## src/rtl/prco_pkg.sv

```systemverilog
// Shared PRCO core constants: datapath widths, fetch FSM encodings and PC helpers.
package prco_pkg;

  localparam int unsigned INSTR_W = 16;
  localparam int unsigned ADDR_W  = 16;

  typedef enum logic [2:0] {
    S_IDLE  = 3'd0,
    S_ISSUE = 3'd1,
    S_WAIT  = 3'd2,
    S_HOLD  = 3'd3,
    S_HALT  = 3'd4
  } fetch_state_t;

  // Sequential successor; wraps to word 0 after the last valid memory word.
  function automatic logic [ADDR_W-1:0] pc_increment(
    input logic [ADDR_W-1:0] pc,
    input logic [ADDR_W-1:0] last
  );
    if (pc == last) begin
      return {ADDR_W{1'b0}};
    end else begin
      return pc + {{(ADDR_W-1){1'b0}}, 1'b1};
    end
  endfunction

endpackage

```

## src/rtl/prco_pc_next.sv

```systemverilog
// PC successor selection at retire: branch target taken verbatim, otherwise wrapping increment.
module prco_pc_next
  import prco_pkg::*;
#(
  parameter logic [ADDR_W-1:0] P_LMEM_DEPTH = 16'd255
) (
  input  logic [ADDR_W-1:0] pc,
  input  logic              branch_en,
  input  logic [ADDR_W-1:0] branch_addr,
  output logic [ADDR_W-1:0] pc_next
);

  // Out-of-range branch targets pass through; only the increment path wraps.
  always_comb begin
    if (branch_en) begin
      pc_next = branch_addr;
    end else begin
      pc_next = pc_increment(pc, P_LMEM_DEPTH);
    end
  end

endmodule

```

## src/rtl/prco_fetch.sv

```systemverilog
// PRCO fetch stage: owns the PC, issues single outstanding memory fetches and holds the word for decode.
module prco_fetch
  import prco_pkg::*;
#(
  parameter logic [ADDR_W-1:0] P_RESET_PC   = 16'h0000,
  parameter logic [ADDR_W-1:0] P_LMEM_DEPTH = 16'd255,
  parameter int unsigned       P_TIMEOUT    = 8
) (
  input  logic               i_clk,
  input  logic               i_reset,
  input  logic               i_run,
  input  logic               i_halt,
  input  logic               i_ce_wb,
  input  logic               i_branch_en,
  input  logic [ADDR_W-1:0]  i_branch_addr,
  input  logic               i_ce_dec,
  input  logic [INSTR_W-1:0] i_mem_douta,
  output logic               q_ce_fetch,
  output logic [ADDR_W-1:0]  q_mem_addr,
  output logic [ADDR_W-1:0]  q_pc,
  output logic [INSTR_W-1:0] q_instr,
  output logic               q_instr_valid,
  output logic               q_halted,
  output logic               q_fault
);

  localparam int unsigned    CNT_W        = $clog2(P_TIMEOUT + 1);
  localparam logic [CNT_W-1:0] TIMEOUT_LAST = CNT_W'(P_TIMEOUT - 1);

  fetch_state_t      state, state_nxt;
  logic [ADDR_W-1:0] pc, pc_nxt, pc_retire;
  logic [CNT_W-1:0]  cnt, cnt_nxt;
  logic              capture, timeout;

  prco_pc_next #(
    .P_LMEM_DEPTH (P_LMEM_DEPTH)
  ) u_pc_next (
    .pc          (pc),
    .branch_en   (i_branch_en),
    .branch_addr (i_branch_addr),
    .pc_next     (pc_retire)
  );

  // Next-state, PC update and wait-counter logic.
  always_comb begin
    state_nxt = state;
    pc_nxt    = pc;
    cnt_nxt   = cnt;
    capture   = 1'b0;
    timeout   = 1'b0;
    case (state)
      S_IDLE: begin
        if (i_run) begin
          state_nxt = S_ISSUE;
        end else begin
          state_nxt = S_IDLE;
        end
      end
      S_ISSUE: begin
        cnt_nxt   = {CNT_W{1'b0}};
        state_nxt = S_WAIT;
      end
      S_WAIT: begin
        if (i_ce_dec) begin
          capture   = 1'b1;
          state_nxt = S_HOLD;
        end else if (cnt == TIMEOUT_LAST) begin
          // No response in time: flag it and retry the same address.
          timeout   = 1'b1;
          cnt_nxt   = cnt + CNT_W'(1);
          state_nxt = S_ISSUE;
        end else begin
          cnt_nxt   = cnt + CNT_W'(1);
        end
      end
      S_HOLD: begin
        if (i_ce_wb) begin
          pc_nxt = pc_retire;
          if (i_halt) begin
            state_nxt = S_HALT;
          end else if (!i_run) begin
            state_nxt = S_IDLE;
          end else begin
            state_nxt = S_ISSUE;
          end
        end else begin
          state_nxt = S_HOLD;
        end
      end
      S_HALT: begin
        state_nxt = S_HALT;
      end
      default: begin
        state_nxt = S_IDLE;
      end
    endcase
  end

  // State and registered outputs; fetch strobe is high exactly while in S_ISSUE.
  always_ff @(posedge i_clk or negedge i_reset) begin
    if (!i_reset) begin
      state         <= S_IDLE;
      pc            <= P_RESET_PC;
      cnt           <= {CNT_W{1'b0}};
      q_ce_fetch    <= 1'b0;
      q_mem_addr    <= P_RESET_PC;
      q_pc          <= P_RESET_PC;
      q_instr       <= {INSTR_W{1'b0}};
      q_instr_valid <= 1'b0;
      q_halted      <= 1'b0;
      q_fault       <= 1'b0;
    end else begin
      state         <= state_nxt;
      pc            <= pc_nxt;
      cnt           <= cnt_nxt;
      q_ce_fetch    <= (state_nxt == S_ISSUE);
      if (state_nxt == S_ISSUE) begin
        q_mem_addr <= pc_nxt;
      end
      if (capture) begin
        q_instr <= i_mem_douta;
        q_pc    <= pc;
      end
      q_instr_valid <= capture;
      q_halted      <= (state_nxt == S_HALT);
      if (timeout) begin
        q_fault <= 1'b1;
      end
    end
  end

endmodule
```

## config.mk

```make
export PLATFORM = sky130hd
export DESIGN_NAME = prco_fetch
export DESIGN_NICKNAME = d
export VERILOG_FILES = /design/src/rtl/prco_pkg.sv /design/src/rtl/prco_pc_next.sv /design/src/rtl/prco_fetch.sv
export SDC_FILE = /design/constraint.sdc
export NUM_CORES = 1
export LEC_CHECK = 0
export BUFFER_PORTS_ARGS = -buffer_cell sky130_fd_sc_hd__buf_2
export CORE_MARGIN = 1.5
export CORE_UTILIZATION = 35
export CTS_CLUSTER_SIZE = 24
export DETAILED_ROUTE_END_ITERATION = 10
export SKIP_LAST_GASP = 1
export SLEW_MARGIN = 20
export SYNTH_ARGS = -nofsm -noshare
export SYNTH_HDL_FRONTEND = slang
export SYNTH_SLANG_ARGS = --single-unit
```

## constraint.sdc

```tcl
create_clock -name i_clk -period 2.5 [get_ports i_clk]
set_input_delay 0.625 -clock i_clk [delete_from_list [all_inputs] [get_ports i_clk]]
set_output_delay 0.625 -clock i_clk [all_outputs]
set_load 0.005 [all_outputs]
```

==> results of run 1 <==
## per-stage QoR
step / setup slack, ns / cells
floorplan: 0.454 / 306
global placement: 0.208 / 516
detailed placement: 0.155 / 516
CTS: 0.281 / 532
global route: 0.184 / 532
finish: 0.310 / 532
## state kept, by name (all words and copies together), names as in the netlist
signal / cells
q_fault: 1
q_pc: 16
pc: 16
q_instr: 16
q_mem_addr: 16
state: 3
cnt: 4
q_halted: 1
q_ce_fetch: 1
q_instr_valid: 1
## worst register-to-register path, stage by stage, from the launching register on
cell and delay (ns):
dfrtp_1 0.41, ha_1 0.21, nor4bb_1 0.39, o31a_1 0.19
o21ba_1 0.14, and2_4 0.35, mux2_2 0.38
## layer usage
layer,vias to the layer above,share of wire,GRT usage
met5,-,0,0
met4,0,0.010,0.0463
met3,8,0.056,0.0490
met2,82,0.48,0.249
met1,1322,0.45,0.199
li1,1303,-,-
## synthesized netlist by cell type, types with 3 or more instances
master    count
buf_2         4
buf_4         3
o21ai_0       9
nor3_1        5
nor2_1       12
nand3_1      15
nand2_1      27
a22o_1        4
or3_1         4
and3_1        7
mux2_2       36
mux2_4       10
a21oi_1      11
o41ai_1       3
buf_6         9
o31ai_1       5
and4_1        3
dfrtp_1      75
nor4_1        3
clkbuf_1      3
inv_1         3
## power groups by stage
stage	logic [mW]	registers (mW)	clock network, mW
global route	2.04	2.24	1.23
global placement	1.83	2.17	0
detailed placement	1.88	2.18	0
CTS	1.88	2.16	1.17
finish	1.85	2.15	1.14
floorplan	1.43	2.04	0
## cell families after synthesis
| logic type | after synthesis | share of synthesized area |
|---|---|---|
| buffers and inverters | 26 | 0.0620 |
| AOI/OAI and AO/OA | 58 | 0.124 |
| adders and majority gates | 2 | 0.00674 |
| DFF | 75 | 0.506 |
| and+or+nand+nor | 98 | 0.149 |
| muxes | 47 | 0.153 |
## worst min-delay path by stage
stage | slack, ns | from | end | cells after the start
after global placement | 0.45 | q_fault | q_fault | 1
after detailed placement | 0.44 | q_fault | q_fault | 1
final | 0.29 | i_reset | cnt[0] | 1
after floorplan | 0.33 | i_reset | cnt[0] | 0
after global routing | 0.34 | i_reset | cnt[0] | 1
after CTS | 0.32 | i_reset | cnt[1] | 1
## layout make-up
type                       count  share of cell area
sequential                    75               0.426
multi-input combinational    205               0.364
timing repair buffer          97               0.115
tap                          136              0.0386
clock buffer                  11              0.0321
clock inverter                 5              0.0227
inverter                       3             0.00255
==> impl_metrics.tcl, run 1 <==
set metrics [dict create \
    drive_gt1_frac 0.442 \
    wl_per_cell_um 15.3 \
    crit_path_max_fanout 17 \
    async_flop_share 1.00 \
    crit_family "simple AND/OR/NAND/NOR gates" \
    irDropWorstVdd_mv 0.589 \
    seqCellArea_um2 1880 \
    cp.required_ns 2.74 \
    drt_wl_total_um 8160 \
    numCtsBuffers 9 \
    hold_buffers 0 \
    critPathCapture "q_mem_addr[4]" \
    cts_sinks 75 \
    top_level_ports 91 \
    p_comb_frac 0.360 \
    design_area_um2 4410 \
    final_common_cell "buf_2" \
    ant_nets 0 \
    timing.rr.end "q_mem_addr[4]" \
    htree_num_levels 3 \
    drt_iter0_markers 128 \
    ys_ff_latch 75 \
    ys_warn_count 0 \
    slew_headroom 0.565 \
    worstRegToRegCells 6 \
    diodes 0 \
    dieWidth_um 106 \
    path_class "reg -> reg" \
    worstSetupPathDepth 6 \
    fin_hold_ws_ns 0.293 \
    period_share 0.876 \
    multi_input_area_um2 1600 \
    power_frac_clock 0.221 \
    end_kind "flip-flop" \
    holdCritPathClass "in -> async" \
    finalSetupViolCount 0 \
    cap_violations 0 \
    period_needed_ns 2.19 \
    num-nets-final 432 \
    status "finished, final reports clean" \
    grt.overflow.total 0 \
    critPathLaunchType "flip-flop" \
    yosysSeqAreaShare 0.506 \
    track_usage 0.155 \
    p_seq_frac 0.418 \
    cts_tree "built" \
    initial_core_util 0.359 \
    setup_tns_ns 0 \
    swShare 0.333 \
    vias 2715 \
    drc 0 \
    synth_cells 306 \
    tightest_slew_ns 0.652 \
    fmax_mhz 457 \
    layout_common_cells "89 x buf_2, 75 x dfrtp_1, 36 x mux2_2, 27 x nand2_1, 15 x nand3_1" \
    post_cts_buffers 0 \
    fillers 1014 \
    grt_pass1_wl_um 13400 \
    place_congestion 0.786 \
    clock_latency_ns 0.35 \
    synth_top_area_cell "dfrtp_1" \
    p_sw_mw 1.71 \
    grt_pass1_vias 2588 \
    critPathMaxStageDelay_ns 0.41 \
    synth_edf_count 0 \
    crit_arrival_ns 2.43 \
    finalPower_mw 5.13 \
    first_pass_iters 5 \
    slew_violations 0 \
    core_um2 10300 \
    grt_max_degree 53 \
    die_h_um 106 \
    viasPerCell 5.10 \
    rows 37 \
    portBuffers 90 \
    final_core_util 0.427 \
    cp_cell_sequence "ha_1 -> nor4bb_1 -> o31a_1 -> o21ba_1 -> and2_4 -> mux2_2" \
    crit_start "cnt[0]" \
    critPathBufInv 0 \
    synth_top_area_frac 0.506 \
    hold_viol 0 \
    syn_avg_cell_area_um2 12.1 \
    ff2ff_setup_slack_ns 0.31 \
    synth_area_um2 3710 \
    dieArea_um2 11200 \
    yosysUniqueCellTypes 66 \
    place_area_um2 4170 \
    antenna_found_initial 0 \
    r2r-start "cnt[0]" \
    leakage_nw 1.99 \
    slowest_stage "dfrtp_1" \
    synth-main-ff-cell "dfrtp_1" \
    dp.final_hpwl_um 5910 \
    cts_resized 0 \
    clk_pin_slew_ns 0.07 \
    area_growth_pct 18.8 \
    p_int_mw 3.42 \
    synth_nets 347 \
    clockBufferDepth 2 \
    cts_root_buffer "clkbuf_8" \
    fin_skew_ns 0.00573 \
    pwr_density_cell_nw_per_um2 1160 \
    rsz0062_at_grt "no" \
    synth_area_leaders "dfrtp_1 51%, mux2_2 11%, mux2_4 4.0%" \
]
(Power assumes the default switching activity.)
==> run 2: changes to the inputs <==
CORE_ASPECT_RATIO = 0.5   (was default)
SYNTH_HIERARCHICAL = 1   (was default)
==> run 2 against run 1 <==
Sequential share of layout area decreased by 0.55 points. Combinational power increased by 13%. Area after synthesis decreased by 3.8%. Synthesized cell count decreased by 11%. First-iteration DRC count decreased by 18%. Non-clock buffer count decreased by 2. Die area decreased by 3.3%.
==> impl_metrics.tcl, run 2 <==
set metrics [dict create \
    portBuffers 90 \
    setup_tns_ns 0 \
    hold_viol 0 \
    slowest_stage "dfrtp_1" \
    period_share 0.894 \
    viasPerCell 4.90 \
    cp.required_ns 2.71 \
    diodes 0 \
    core_um2 9670 \
    synth.top_cells.by_count "75 x dfrtp_1, 55 x mux2_2, 20 x nand2_1, 13 x o21ai_1, 12 x xnor2_1" \
    synth_top_area_cell "dfrtp_1" \
    cts_resized 0 \
    dieArea_um2 10900 \
    async_flop_share 1.00 \
    synth.most_common_cell "dfrtp_1" \
    ys_ff_latch 75 \
    tightest_slew_ns 0.538 \
    antenna_found_initial 0 \
    crit_arrival_ns 2.45 \
    grt_max_degree 39 \
    ys_warn_count 6 \
    rows 25 \
    top_level_ports 91 \
    first_pass_iters 4 \
    dieWidth_um 146 \
    synth_top_family_by_area "multiplexers" \
    htree_num_levels 3 \
    critPathMaxStageDelay_ns 0.43 \
    synth_top_area_frac 0.526 \
    synthXorXnorAreaFrac 0.0319 \
    place_congestion 0.812 \
    layout.cells.non_filler 505 \
    critPathLaunchType "flip-flop" \
    ant_nets 0 \
    fin_skew_ns 0.00609 \
    cts_root_buffer "clkbuf_16" \
    synth_area_um2 3570 \
    holdCritPathClass "in -> async" \
    initial_core_util 0.369 \
    irDropWorstVdd_mv 0.442 \
    drive_gt1_frac 0.516 \
    slew_headroom 0.641 \
    cts_tree "built" \
    leakage_nw 2.07 \
    slew_violations 0 \
    path_class "reg -> reg" \
    hold_buffers 0 \
    synth_compound_gate_area_share 0.0774 \
    finalSetupViolCount 0 \
    final_common_cell "buf_2" \
    synthSimpleGateAreaFrac 0.114 \
    fmax_mhz 447 \
    clockBufferDepth 2 \
    wl_per_cell_um 15.5 \
    layout_common_cells "89 x buf_2, 75 x dfrtp_1, 55 x mux2_2, 20 x nand2_1, 13 x o21ai_1" \
    track_usage 0.153 \
    area_growth_pct 25.1 \
    synth_mux_area_frac 0.214 \
    yosysSeqAreaShare 0.526 \
    num-nets-final 407 \
    syn_avg_cell_area_um2 13.2 \
    drc 0 \
    crit_path_max_fanout 14 \
    clk_pin_slew_ns 0.06 \
    synth-adder-area-share 0.00701 \
    post_cts_buffers 0 \
    cp_cell_sequence "ha_1 -> nand3_2 -> nor2_2 -> a31o_2 -> o221ai_1 -> mux2_2 -> mux2_4" \
    cap_violations 0 \
    synth_nets 312 \
    vias 2473 \
    numCtsBuffers 9 \
    synth-main-ff-cell "dfrtp_1" \
    fin_hold_ws_ns 0.266 \
    grt_pass1_vias 2591 \
    end_kind "flip-flop" \
    place_inst 490 \
    rsz0062_at_grt "no" \
    synth_cells 271 \
    grt_pass1_wl_um 12800 \
    finalPower_mw 5.62 \
    synth_area_leaders "dfrtp_1 53%, mux2_2 17%, mux2_4 3.8%" \
    dp.final_hpwl_um 5590 \
    die_h_um 74.4 \
    clock_latency_ns 0.33 \
    yosysUniqueCellTypes 50 \
    drt_iter0_markers 105 \
    drt_wl_total_um 7820 \
    period_needed_ns 2.23 \
    pwr_density_cell_nw_per_um2 1260 \
    status "finished, final reports clean" \
    synth_edf_count 0 \
    cts_sinks 75 \
    grt.overflow.total 0 \
]
## run 2: cell types whose count changed after synthesis, moves of 4 or more
cell,previous run,this run
nand3_1,15,5
o31ai_1,5,0
a21oi_1,11,2
nor2_1,12,8
or3_1,4,0
o21ai_1,1,13
buf_6,9,2
and3_1,7,0
xnor2_1,0,12
mux2_2,36,55
nand2_1,27,20
## run 2: cell type report
class	instances	area (µm²)
well taps	135	169
inverters	6	22.5
clock buffers	12	236
fillers	903	5200
flip-flops and latches	75	1880
repair buffers	95	528
clock inverters	3	40.0
multi-input cells	179	1590
## run 2: final timing paths
path,startpoint,endpoint,slack (ns),depth (start not counted)
hold / removal,i_reset,q_ce_fetch,0.27,1
hold reg to reg,q_fault,q_fault,0.48,1
setup / recovery,pc[0],q_mem_addr[13],0.27,7
setup reg to reg,pc[0],q_mem_addr[13],0.27,7
max in group asynchronous,i_reset,q_instr[0],1.67,2
min in group i_clk,q_fault,q_fault,0.48,1
## run 2: through the flow
stage,setup WS [ns],utilization,instance area [µm²]
after global routing,0.0865,0.462,4470
after detailed placement,0.259,0.434,4190
after CTS,0.248,0.462,4470
final,0.265,0.462,4470
after global placement,0.323,0.434,4190
after floorplan,0.421,-,3570
## run 2: worst max-delay path: cells and delay by family (launching register included)
family,cells,cell delay [ns]
AO/OA/AOI/OAI,2,0.54
multiplexers,2,0.54
flip-flops,1,0.43
AND/OR/NAND/NOR,2,0.39
adder cells (fa/ha/maj),1,0.23
## run 2: routing by layer
layer / track usage / vias to the layer above / part of all wire
met2: 0.266 / 50 / 0.52
met3: 0.0540 / 8 / 0.051
met4: 0.0522 / 0 / 0.010
li1: - / 1164 / -
met1: 0.182 / 1251 / 0.42
met5: 0 / - / 0
## run 2: report_power, final
group	leakage [nW]	switching (mW)	total [mW]	internal (mW)
sequential	0.931	0.526	2.30	1.78
combinational	1.00	0.870	2.09	1.22
clock	0.136	0.461	1.23	0.764
total	2.07	1.86	5.62	3.76
## run 2: cell families (layout without fill, tap and decap cells)
group | after synthesis | count (layout)
adder cells (fa/ha/maj) | 2 | 2
buffers and inverters | 17 | 116
XOR/XNOR | 13 | 13
AND/OR/NAND/NOR | 63 | 63
AO/OA/AOI/OAI | 36 | 36
multiplexers | 65 | 65
flip-flops | 75 | 75
